===== src/rtl/crc32_mpeg2_pkg.sv =====
// crc32_mpeg2_pkg: shared CRC-32/MPEG-2 constants and checker state type
package crc32_mpeg2_pkg;
  localparam logic [31:0] CRC_POLY = 32'h04C11DB7;
  localparam logic [31:0] CRC_INIT = 32'hFFFFFFFF;
  localparam int CRC_LEN = 32;
  typedef enum logic [1:0] {IDLE, RECV, GAP, REPORT} chk_state_t;
endpackage


===== src/rtl/crc32_mpeg2_lfsr.sv =====
// crc32_mpeg2_lfsr: MSB-first serial CRC-32/MPEG-2 engine
// Ports: clk, rst (async, active-high), clr (sync load of CRC_INIT), en (absorb d), d (serial bit), crc (running value)
module crc32_mpeg2_lfsr
  import crc32_mpeg2_pkg::*;
(
  input  logic        clk,
  input  logic        rst,
  input  logic        clr,
  input  logic        en,
  input  logic        d,
  output logic [31:0] crc
);
  always_ff @(posedge clk or posedge rst)
    if (rst) crc <= CRC_INIT;
    else if (clr) crc <= CRC_INIT;
    else if (en) crc <= {crc[30:0], 1'b0} ^ ((crc[31] ^ d) ? CRC_POLY : 32'h0);
endmodule


===== config.mk =====
export PLATFORM = sky130hd
export DESIGN_NAME = crc32_mpeg2_lfsr
export DESIGN_NICKNAME = d
export VERILOG_FILES = /design/src/rtl/crc32_mpeg2_pkg.sv /design/src/rtl/crc32_mpeg2_lfsr.sv
export SDC_FILE = /design/constraint.sdc
export NUM_CORES = 1
export LEC_CHECK = 0
export BUFFER_PORTS_ARGS = -buffer_cell sky130_fd_sc_hd__buf_2
export CAP_MARGIN = 5
export CORE_MARGIN = 3
export CORE_UTILIZATION = 40
export DETAILED_ROUTE_END_ITERATION = 12
export GPL_TIMING_DRIVEN = 0
export PLACE_DENSITY_LB_ADDON = 0.15
export SYNTH_ARGS = -nofsm -noshare
export SYNTH_HDL_FRONTEND = slang
export SYNTH_SLANG_ARGS = --single-unit

===== constraint.sdc =====
create_clock -name clk -period 1.4 [get_ports clk]
set_input_delay 0.28 -clock clk [delete_from_list [all_inputs] [get_ports clk]]
set_output_delay 0.28 -clock clk [all_outputs]
set_load 0.05 [all_outputs]

# Word level (Yosys, flattened, before mapping)
# Cells that the tools add are included.
word_totals:
  latch_bits: 0
  output_inout_bits: 32
  romBits: 0
  ram_bits: 0
  mem_count: 0
  regBits: 32
op_classes:
  n_shift: 0
  n_mux: 3
  add_sub_neg: 0
  n_reduce_logical: 1
  mul: 0
  n_lt_le_gt_ge: 0
  n_div: 0
  bitwise: 2
  eq_ne: 0
op_table:
  columns: ["operator", "count"]
  rows:
  - ["2-to-1 mux 32 bit", 2]
  - ["bitwise XOR 32 x 27 -> 32 bit", 1]
  - ["2-to-1 mux 27 bit", 1]
  - ["nonzero test 2 bit", 1]
  - ["bitwise XOR 1 bit", 1]

# Longest topological paths before layout
logic_depth:
  ltp_word: 5
  depth_mapped: 4

# Least setup slack after synthesis
# Ideal clock, no wire load.
synth_path:
  path_kind: "reg-to-reg"
  start: "register crc[31]"
  end: "register crc[10]"
  path_buffers: 2
  period_less_slack_ns: 1.742
  setup_ns: 0.082
  arrival_time_ns: 1.660
  path_stages_with_launch: 5
  required_ns: 1.318
  setup_slack_ns: -0.342
  cell_sequence: "dfstp_2 -> buf_2 -> buf_2 -> xor3_1 -> a211o_1"
synth_between:
  elab_chain_cells: 5
synth_lines:
  columns: ["item", "line_no", "rtl"]
  rows:
  - ["start, declared", "crc32_mpeg2_lfsr.sv:11", "output logic [31:0] crc"]
  - ["start signal, assigned", "crc32_mpeg2_lfsr.sv:16", "else if (en) crc <= {crc[30:0], 1'b0} ^ ((crc[31] ^ d) ? CRC_POLY : 32'h0);"]
  - ["bitwise XOR 1 bit", "crc32_mpeg2_lfsr.sv:16", null]
  - ["2-to-1 mux 27 bit", "crc32_mpeg2_lfsr.sv:16", null]
  - ["bitwise XOR 32 x 27 -> 32 bit", "crc32_mpeg2_lfsr.sv:16", null]
  - ["2-to-1 mux 32 bit", "crc32_mpeg2_lfsr.sv:16", null]
  - ["2-to-1 mux 32 bit", "crc32_mpeg2_lfsr.sv:15", "else if (clr) crc <= CRC_INIT;"]
# Every way passes these cells. The select of a mux whose other input is x is not followed.
# A chain may end at the register's enable or synchronous reset.

# Worst setup path after layout
layout_path:
  start: "register crc[11]"
  end: "output crc[11]"
# No word-level cell between the ends.

==> results.tsv <==
metric	value	unit
Die H	71.3	microns
final period utilization	0.979	
Slew @ Worst Pin	0.649	ns
die span in x	71.3	microns
area post-placement	1960	sq um
pwr/cell area	1220	nW/um^2
RSZ-0062 raised after global routing	false	
outcome	completed	
Mapped Nets	129	
critical path startpoint category	register	
highest clock rate	730	MHz
initial antenna violation count	0	
Vias	1125	
Fin. Hold Viols	0	
Peak supply drop	0.729	mV
initial drt markers	28	
register area share after synthesis	0.492	
CP endpoint kind	primary output	
via/cell ratio	5.18	
post-DR wirelength/cell	16.4	microns
num rows	23	
fin area	2080	sq um
drt first pass iters	4	
Avg Synthesized Cell Area	13.8	sq um
Post-synth EDFFs	0	
Detail Route Antenna Nets	0	
synth warn	0	
number of flip-flops in the largest register	32	
CTS tree	yes	
Area growth, synth to finish	21.9	%
Tightest Hold Check Type	in -> reg	
DIE AREA	5090	sq um
IO Pins	37	
cts bufs inserted	5	
flops & latches, synth	32	
first-pass GRT wire length	5.73	mm
top_reg_cell synth	dfstp_2	
max_cap viols	0	
crit path buf inv count	1	
clock skew	0.00324	ns
CTS clk-pin slew, worst paths	0.06	ns
layout cells sized above 1	0.485	
Mapped Cells	124	
nets@finish	171	
clock root cell	clkbuf_8	
biggest cell delay along the critical path	0.55	ns
Yosys cell types	10	
WP data arrival	1.09	ns
GPL Wtd Cong	0.682	
Filler cells	381	
largest area contributor in the netlist	dfstp_2	
Detailed Place HPWL	2.36	mm
gr ovfl total	0	
CTS HTree Levels	2	
WS Path Type	reg -> out	
CP Max Fanout	3	
core footprint	4060	sq um
max_slew headroom	0.567	
Leakage	0.949	nW
total wire length	3.55	mm
Top delay family on crit path	flip-flops	
Initial Utilization	0.421	
setup bufs post-CTS	0	
critical-path cell list	buf_2	
CP required	1.12	ns
most flop-heavy register	crc	
largest net degree at the start of global routing	33	
vias in the first global route	1168	
most instantiated cells after synthesis	a211o_1 (32), dfstp_2 (32), nor2b_1 (32), xor3_1 (13), buf_2 (7)	
# DRC	0	
Final min period	1.37	ns
port bufs	35	
clk_lat worst skew	0.28	ns
Area contributors post-synth	dfstp_2 (49%), xor3_1 (18%), a211o_1 (16%)	
clk buf depth	2	
Crit-path slowest cell	dfstp_2	
Tot GR Track Use	0.144	
Pins Over Slew Limit	0	
Post-synth ARST share	1.00	
Setup violations, final	0	
ant diodes	0	
hold path cells	2	
Yosys top cell area share	0.492	
Reg2Reg Depth	3	
clk sinks	32	
Stages on worst setup path	1	
setup TNS	0	ns
Top Registers	crc: 32 flops	
Post-Syn Area	1710	sq um
## timing repair
action,CTS,global route
setup endpoints to repair,8,7
pin swaps,0,0
hold buffers,0,0
gates cloned,0,0
resized for setup,0,7
## per-layer routing
layer	vias up	track usage	part of all wire
li1	522	-	-
met1	567	0.185	0.47
met2	31	0.233	0.46
met3	5	0.0491	0.059
met4	0	0.0376	0.011
met5	-	0	0
## layout by cell type, fill, tap and decap left out
| cell type | count |
|---|---|
| buf_2 | 33 |
| nor2b_1 | 32 |
| a211o_1 | 32 |
| dfstp_2 | 32 |
| xor3_1 | 13 |
| clkbuf_4 | 7 |
| clkbuf_8 | 6 |
| clkbuf_1 | 5 |
| buf_6 | 2 |
| buf_1 | 2 |
| xor2_1 | 1 |
| inv_1 | 1 |
| buf_16 | 1 |
## through the flow
step	std cells	power [W]	hold slack (ns)	utilization	setup slack, ns
2_1_floorplan	124	0.00169	0.382	-	-0.150
3_3_place_gp	209	0.00181	0.546	0.483	-0.0126
3_5_place_dp	209	0.00183	0.557	0.483	-0.0308
4_1_cts	216	0.00256	0.266	0.502	0.0130
5_1_grt	217	0.00266	0.275	0.513	0.00212
6_report	217	0.00255	0.268	0.513	0.0296
## worst paths after layout
path / start / slack, ns / to
max reg2reg: crc[31] / 0.06 / crc[7]
max: crc[11] / 0.03 / crc[11]
min: clr / 0.27 / crc[28]
min in group asynchronous: rst / 0.45 / crc[4]
max in group asynchronous: rst / 0.72 / crc[27]
min reg2reg: crc[24] / 0.62 / crc[25]
## power by group
part,internal (W),switching (W)
sequential,0.00105,0.0000544
clock,0.000401,0.000329
combinational,0.000282,0.000432
total,0.00173,0.000815
## logic make-up (layout without fill, tap and decap cells)
group                  count (synthesis)  count (layout)  synth area share
AO/OA/AOI/OAI                         32              32             0.164
XOR/XNOR                              14              14             0.186
buffers and inverters                 14              57            0.0403
flip-flops                            32              32             0.492
AND/OR/NAND/NOR                       32              32             0.117
## cell type report
| class | count | area, sq um | area share |
|---|---|---|---|
| inverters | 1 | 3.75 | 0.00180 |
| flip-flops and latches | 32 | 841 | 0.404 |
| clock buffers | 8 | 90.1 | 0.0433 |
| well taps | 50 | 62.6 | 0.0300 |
| multi-input cells | 78 | 798 | 0.383 |
| plain buffers | 12 | 66.3 | 0.0319 |
| repair buffers | 36 | 220 | 0.106 |
(Power assumes the default switching activity.)
